[config.mk]
export PLATFORM = sky130hd
export DESIGN_NAME = imm_stage
export DESIGN_NICKNAME = d
export VERILOG_FILES = /design/src/rtl/imm_pkg.sv /design/src/rtl/imm_extract.sv /design/src/rtl/imm_stage.sv
export SDC_FILE = /design/constraint.sdc
export NUM_CORES = 1
export LEC_CHECK = 0
export CORE_MARGIN = 2
export CORE_UTILIZATION = 40
export DETAILED_ROUTE_END_ITERATION = 6
export PLACE_DENSITY = 0.62
export SYNTH_ARGS = -nofsm -noshare
export SYNTH_HDL_FRONTEND = slang
export SYNTH_SLANG_ARGS = --single-unit
[constraint.sdc]
create_clock -name i_clk -period 3.5 [get_ports i_clk]
set_input_delay 0.35 -clock i_clk [delete_from_list [all_inputs] [get_ports i_clk]]
set_output_delay 0.35 -clock i_clk [all_outputs]
set_load 0.02 [all_outputs]
[src/rtl/imm_pkg.sv]
// Shared opcode, funct3 and encoding definitions for the immediate-generation stage.
// Optional CSR decode is enabled with the RIVIERA_IMM_CSR_EN macro (see imm_extract).
package imm_pkg;

   localparam logic [6:0] OPC_LOAD      = 7'b0000011;
   localparam logic [6:0] OPC_OP_IMM    = 7'b0010011;
   localparam logic [6:0] OPC_OP_IMM_32 = 7'b0011011;
   localparam logic [6:0] OPC_JALR      = 7'b1100111;
   localparam logic [6:0] OPC_STORE     = 7'b0100011;
   localparam logic [6:0] OPC_BRANCH    = 7'b1100011;
   localparam logic [6:0] OPC_LUI       = 7'b0110111;
   localparam logic [6:0] OPC_AUIPC     = 7'b0010111;
   localparam logic [6:0] OPC_JAL       = 7'b1101111;
   localparam logic [6:0] OPC_OP        = 7'b0110011;
   localparam logic [6:0] OPC_OP_32     = 7'b0111011;
   localparam logic [6:0] OPC_FENCE     = 7'b0001111;
   localparam logic [6:0] OPC_SYSTEM    = 7'b1110011;

   localparam logic [2:0] F3_SLL = 3'b001;
   localparam logic [2:0] F3_SR  = 3'b101;

   typedef enum logic [2:0] {
      FMT_NONE = 3'd0,
      FMT_I    = 3'd1,
      FMT_S    = 3'd2,
      FMT_B    = 3'd3,
      FMT_U    = 3'd4,
      FMT_J    = 3'd5,
      FMT_CSR  = 3'd6
   } fmt_e;

   typedef enum logic [1:0] {
      BUF_EMPTY = 2'd0,
      BUF_ONE   = 2'd1,
      BUF_FULL  = 2'd2
   } buf_state_e;

endpackage

[src/rtl/imm_extract.sv]
// Combinational format decode, immediate build and illegal-encoding check.
// Defining RIVIERA_IMM_CSR_EN decodes SYSTEM funct3 101/110/111 as CSR with a zimm immediate.
module imm_extract
   import imm_pkg::*;
#(
   parameter int XLEN = 64
) (
   input  logic [31:0]     instr,
   output logic [XLEN-1:0] imm,
   output fmt_e            fmt,
   output logic            illegal
);

`ifdef RIVIERA_IMM_CSR_EN
   localparam bit CSR_EN = 1'b1;
`else
   localparam bit CSR_EN = 1'b0;
`endif

   logic [6:0] opcode;
   logic [2:0] funct3;
   logic       is_shift;

   assign opcode   = instr[6:0];
   assign funct3   = instr[14:12];
   assign is_shift = (funct3 == F3_SLL) || (funct3 == F3_SR);

   // NOTE: every output gets a default first so no path through the case can infer a latch.
   always_comb begin
      imm     = '0;
      fmt     = FMT_NONE;
      illegal = 1'b0;
      case (opcode)
         OPC_LOAD, OPC_JALR: begin
            fmt = FMT_I;
            imm = XLEN'($signed(instr[31:20]));
         end
         OPC_OP_IMM: begin
            fmt = FMT_I;
            if (!is_shift) begin
               imm = XLEN'($signed(instr[31:20]));
            end else if (XLEN == 64) begin
               imm = XLEN'(instr[25:20]);
            end else begin
               imm     = XLEN'(instr[24:20]);
               illegal = instr[25];
            end
         end
         OPC_OP_IMM_32: begin
            // Word-sized immediates only exist on RV64; on RV32 this opcode is unknown.
            if (XLEN == 64) begin
               fmt = FMT_I;
               if (is_shift) begin
                  imm     = XLEN'(instr[24:20]);
                  illegal = instr[25];
               end else begin
                  imm = XLEN'($signed(instr[31:20]));
               end
            end else begin
               illegal = 1'b1;
            end
         end
         OPC_STORE: begin
            fmt = FMT_S;
            imm = XLEN'($signed({instr[31:25], instr[11:7]}));
         end
         OPC_BRANCH: begin
            fmt = FMT_B;
            imm = XLEN'($signed({instr[31], instr[7], instr[30:25], instr[11:8], 1'b0}));
         end
         OPC_LUI, OPC_AUIPC: begin
            fmt = FMT_U;
            imm = XLEN'($signed({instr[31:12], 12'b0}));
         end
         OPC_JAL: begin
            fmt = FMT_J;
            imm = XLEN'($signed({instr[31], instr[19:12], instr[20], instr[30:21], 1'b0}));
         end
         OPC_SYSTEM: begin
            if (CSR_EN && (funct3 inside {3'b101, 3'b110, 3'b111})) begin
               fmt = FMT_CSR;
               imm = XLEN'(instr[19:15]);
            end
         end
         OPC_OP, OPC_OP_32, OPC_FENCE: begin
            fmt = FMT_NONE;
         end
         default: begin
            illegal = 1'b1;
         end
      endcase
   end

endmodule

[src/rtl/imm_stage.sv]
// Registered immediate-generation stage with a two-entry skid buffer on a valid/ready interface.
// Optional CSR decode is controlled by RIVIERA_IMM_CSR_EN inside imm_extract.
module imm_stage
   import imm_pkg::*;
#(
   parameter int XLEN = 64
) (
   input  logic            i_clk,
   input  logic            i_rst,
   input  logic            i_valid,
   output logic            o_ready,
   input  logic [31:0]     i_instr,
   input  logic            i_flush,
   output logic            o_valid,
   input  logic            i_ready,
   output logic [XLEN-1:0] o_imm,
   output logic [2:0]      o_fmt,
   output logic            o_illegal,
   output logic [31:0]     o_instr
);

   buf_state_e      state;
   logic [XLEN-1:0] new_imm,  main_imm,  skid_imm;
   fmt_e            new_fmt,  main_fmt,  skid_fmt;
   logic            new_ill,  main_ill,  skid_ill;
   logic [31:0]                main_instr, skid_instr;
   logic            accept, pop;

   // Decode on the input side so both entries hold finished results.
   imm_extract #(.XLEN(XLEN)) u_extract (
      .instr   (i_instr),
      .imm     (new_imm),
      .fmt     (new_fmt),
      .illegal (new_ill)
   );

   assign o_ready = (state != BUF_FULL) && !i_rst;
   assign o_valid = (state != BUF_EMPTY);
   assign accept  = i_valid && o_ready;
   assign pop     = o_valid && i_ready;

   assign o_imm     = main_imm;
   assign o_fmt     = main_fmt;
   assign o_illegal = main_ill;
   assign o_instr   = main_instr;

   // NOTE: the data registers are reset as well, because the outputs must read zero after reset.
   always_ff @(posedge i_clk) begin
      if (i_rst) begin
         state      <= BUF_EMPTY;
         main_imm   <= '0;
         main_fmt   <= FMT_NONE;
         main_ill   <= 1'b0;
         main_instr <= '0;
         skid_imm   <= '0;
         skid_fmt   <= FMT_NONE;
         skid_ill   <= 1'b0;
         skid_instr <= '0;
      end else if (i_flush) begin
         state <= BUF_EMPTY;
      end else begin
         case (state)
            BUF_EMPTY: begin
               if (accept) begin
                  main_imm   <= new_imm;
                  main_fmt   <= new_fmt;
                  main_ill   <= new_ill;
                  main_instr <= i_instr;
                  state      <= BUF_ONE;
               end
            end
            BUF_ONE: begin
               if (accept && pop) begin
                  main_imm   <= new_imm;
                  main_fmt   <= new_fmt;
                  main_ill   <= new_ill;
                  main_instr <= i_instr;
               end else if (accept) begin
                  skid_imm   <= new_imm;
                  skid_fmt   <= new_fmt;
                  skid_ill   <= new_ill;
                  skid_instr <= i_instr;
                  state      <= BUF_FULL;
               end else if (pop) begin
                  state <= BUF_EMPTY;
               end
            end
            BUF_FULL: begin
               if (pop) begin
                  main_imm   <= skid_imm;
                  main_fmt   <= skid_fmt;
                  main_ill   <= skid_ill;
                  main_instr <= skid_instr;
                  state      <= BUF_ONE;
               end
            end
            default: state <= BUF_EMPTY;
         endcase
      end
   end

endmodule
==> impl_metrics.ini <==
[global_routing]
grt.total_usage_pct = 20.9
grt_util_met2_pct = 34.0
grt_use_met1_pct = 26.9
grt_first_pass_wirelength_mm = 27.9
grt_max_degree = 79
grt_util_met3_pct = 4.80
grt_pass1_vias = 5408
number_of_antenna_violations_at_the_first_check_in_global_routing = 0
gr_overflow_total = 0
grt.busiest_layer = met2

[cts]
path_clk_slew_ps = 60
post_cts_resized = 0
cts-buffers-inserted = 17
cts.repair_timing.setup_buffer_count = 0
cts_hold_repair.buffers = 0
worst_skew_pair.late_latency_ps = 420
clock_tree.htree_level_count = 4
clockRootBuffer = sky130_fd_sc_hd__clkbuf_16
number_of_clock_sinks = 138
cts_max_path_buffers = 2
cts_tree = yes

[detailed_routing]
dr.first_iter.drc_count = 365
finalWirelength_mm = 18.0
mean_routed_wirelength_per_cell_um = 16.6
route.antenna.remaining_nets = 0
vias_per_cell = 5.47
drc_violation_count_after_routing = 0
drt_pre_antenna_iters = 5
routed-via-count = 5925

[cells_and_area]
area.sequential_um2 = 2760
finish.net_count = 892
finalNonFillerCells = 1084
ratio_of_cells_with_drive_above_1_in_the_final_layout_pct = 10.8
area_delta_synth_final_pct = 29.1
number_of_diodes = 0
multi_input_area_um2 = 3100
fillers = 1415

[place]
dp_hpwl_mm = 12.0
port-buffer-count = 138
place.gp.congestion = 0.930
dpl.cell_count = 1052

[synthesis]
synth-main-ff-cell = sky130_fd_sc_hd__dfxtp_1
syn-cell-area_um2 = 6410
async_reset_ff_share_pct = 0
synth_enable_flop_cells = 0
netlist_instances = 782
synth_seq_cells = 138
synth.yosys.warnings = 0
mean_instance_size_in_the_synthesized_netlist_um2 = 8.20
synth_cell_type_count = 55
mappedNetlistNets = 819
ys_seq_area_share_pct = 43.1

[floorplan]
fp.dieH_um = 131
ioPinCount = 139
die_width_um = 131
dieArea_um2 = 17100
core_um2 = 15800
num_rows = 46
initial_utilization_pct = 40.7

[power_and_ir_drop]
vdd_ir_drop_max_v = 0.000329
powerDensity_nw_per_um2 = 481
design_power_total_mw = 3.98
leakagePower_nw = 2.73

[sta]
setup-violations-final = 0
worstMarginPinSlew_ps = 1040
timing.setup.tns_ps = 0
timing.final.crit_share_pct = 75.5
max_freq_mhz = 379
total_count_of_max_transition_violations_in_the_final_report = 0
rsz0062_at_grt = false
finalHoldViolCount = 0
worst_slew_margin_relative_to_its_limit_pct = 30.1
fin_skew_ps = 8.98
min_period_ps = 2640

[critical_path]
timing_worst_setup_path_type = primary input to flip-flop
flop2flop_setup_slack_ps = 980
worstPathRequired_ps = 3820
critPathMaxFanout = 13
sort_of_element_at_the_start_of_the_critical_path = primary input
worst_ep_arrival_time_ps = 2960
setup.worst_path.end_class = flip-flop

[run_status]
status = complete, no violations

[job]
maxCapViolations = 0

[hold_path]
worst_hold_path_type = primary input to flip-flop
## synth_stat cells (3+ instances only)
library cell / instances / area (um2)
sky130_fd_sc_hd__nand2_1: 185 / 694
sky130_fd_sc_hd__dfxtp_1: 138 / 2760
sky130_fd_sc_hd__nor2_1: 74 / 278
sky130_fd_sc_hd__a21oi_1: 56 / 280
sky130_fd_sc_hd__buf_4: 41 / 308
sky130_fd_sc_hd__clkbuf_1: 36 / 135
sky130_fd_sc_hd__a311oi_1: 33 / 289
sky130_fd_sc_hd__a211oi_1: 21 / 158
sky130_fd_sc_hd__o21ai_0: 21 / 105
sky130_fd_sc_hd__buf_2: 20 / 100
sky130_fd_sc_hd__a221oi_2: 18 / 270
sky130_fd_sc_hd__nand3_1: 18 / 90.1
sky130_fd_sc_hd__nor3_1: 12 / 60.1
sky130_fd_sc_hd__o22ai_1: 11 / 68.8
sky130_fd_sc_hd__o21ai_1: 10 / 50.1
sky130_fd_sc_hd__a31oi_1: 7 / 43.8
sky130_fd_sc_hd__nor4b_1: 6 / 52.6
sky130_fd_sc_hd__nand2b_1: 5 / 31.3
sky130_fd_sc_hd__nor2b_1: 5 / 31.3
sky130_fd_sc_hd__a211oi_2: 4 / 50.1
sky130_fd_sc_hd__a22oi_1: 4 / 30.0
sky130_fd_sc_hd__and2_1: 4 / 25.0
sky130_fd_sc_hd__and3_1: 4 / 25.0
sky130_fd_sc_hd__nand3b_1: 4 / 30.0
sky130_fd_sc_hd__inv_1: 3 / 11.3
sky130_fd_sc_hd__nor2_2: 3 / 18.8
sky130_fd_sc_hd__o21bai_1: 3 / 22.5
## critical path, cell delays in order
cell                              delay [ps]
sky130_fd_sc_hd__clkdlybuf4s50_1         680
sky130_fd_sc_hd__nor4b_4                 470
sky130_fd_sc_hd__nand3_4                 170
sky130_fd_sc_hd__a31oi_1                 870
sky130_fd_sc_hd__a21oi_1                 130
sky130_fd_sc_hd__a211oi_1                300
## cells by family after synthesis
kind of cell | count (synthesis) | share of synthesized area [%]
AND/OR/NAND/NOR | 339 | 24.3
AO/OA/AOI/OAI | 202 | 23.6
flip-flops | 138 | 43.1
buffers and inverters | 103 | 9.05
## final cells by class
class / instances / share of cell area (%)
Clock buffer: 18 / 5.18
Clock inverter: 14 / 2.39
Inverter: 3 / 0.136
Multi-Input combinational cell: 541 / 37.4
Sequential cell: 138 / 33.4
Tap cell: 216 / 3.26
Timing Repair Buffer: 154 / 18.3
## per-stage QoR
stage | area [um2] | worst slack [ps] | hold WS [ps] | util [%]
final | 8280 | 858 | 113 | 52.5
after global routing | 8280 | 685 | 109 | 52.5
after CTS | 8280 | 912 | 98.4 | 52.5
after detailed placement | 7650 | 460 | 447 | 48.5
after global placement | 7650 | 617 | 442 | 48.5
after floorplan | 6410 | 1750 | 427 | -
## registers in the layout, indices dropped and copies added, names as in the netlist
signal and flops:
o_fmt 3, o_illegal 1, o_imm 32, o_instr 32, skid_fmt 3, skid_ill 1, skid_imm 32, skid_instr 32
state 2
## path summary, 6_finish.rpt
check	start	end	cells past startpoint
worst min register to register	skid_instr[9]	skid_instr[9]	2
worst min-delay path	i_rst	state[1]	2
worst max-delay path	i_instr[2]	skid_imm[24]	6
worst max register to register	state[1]	o_instr[3]	6
## routing by layer
layer	part of all wire (%)	vias to the layer above
met2	47	211
met5	0	-
li1	-	2868
met3	6.9	21
met4	1.7	0
met1	44	2825
## report_power, final
part | total, mW | switching, mW | leakage [nW] | internal, mW
registers | 1.64 | 0.0288 | 1.12 | 1.61
logic | 0.441 | 0.253 | 1.31 | 0.188
clock network | 1.90 | 0.704 | 0.300 | 1.20
total | 3.98 | 0.986 | 2.73 | 3.00
## cell usage in the layout (no fill, tap or decap), types with 7 or more instances in the layout
cell type and count:
sky130_fd_sc_hd__a211oi_1 21, sky130_fd_sc_hd__a21oi_1 56, sky130_fd_sc_hd__a221oi_2 18, sky130_fd_sc_hd__a311oi_1 33, sky130_fd_sc_hd__a31oi_1 7, sky130_fd_sc_hd__buf_4 16, sky130_fd_sc_hd__clkbuf_16 17, sky130_fd_sc_hd__clkdlybuf4s50_1 137
sky130_fd_sc_hd__dfxtp_1 138, sky130_fd_sc_hd__nand2_1 185, sky130_fd_sc_hd__nand3_1 18, sky130_fd_sc_hd__nor2_1 74, sky130_fd_sc_hd__nor3_1 12, sky130_fd_sc_hd__o21ai_0 21, sky130_fd_sc_hd__o21ai_1 10, sky130_fd_sc_hd__o22ai_1 11
Power figures use the tool's default switching activity.
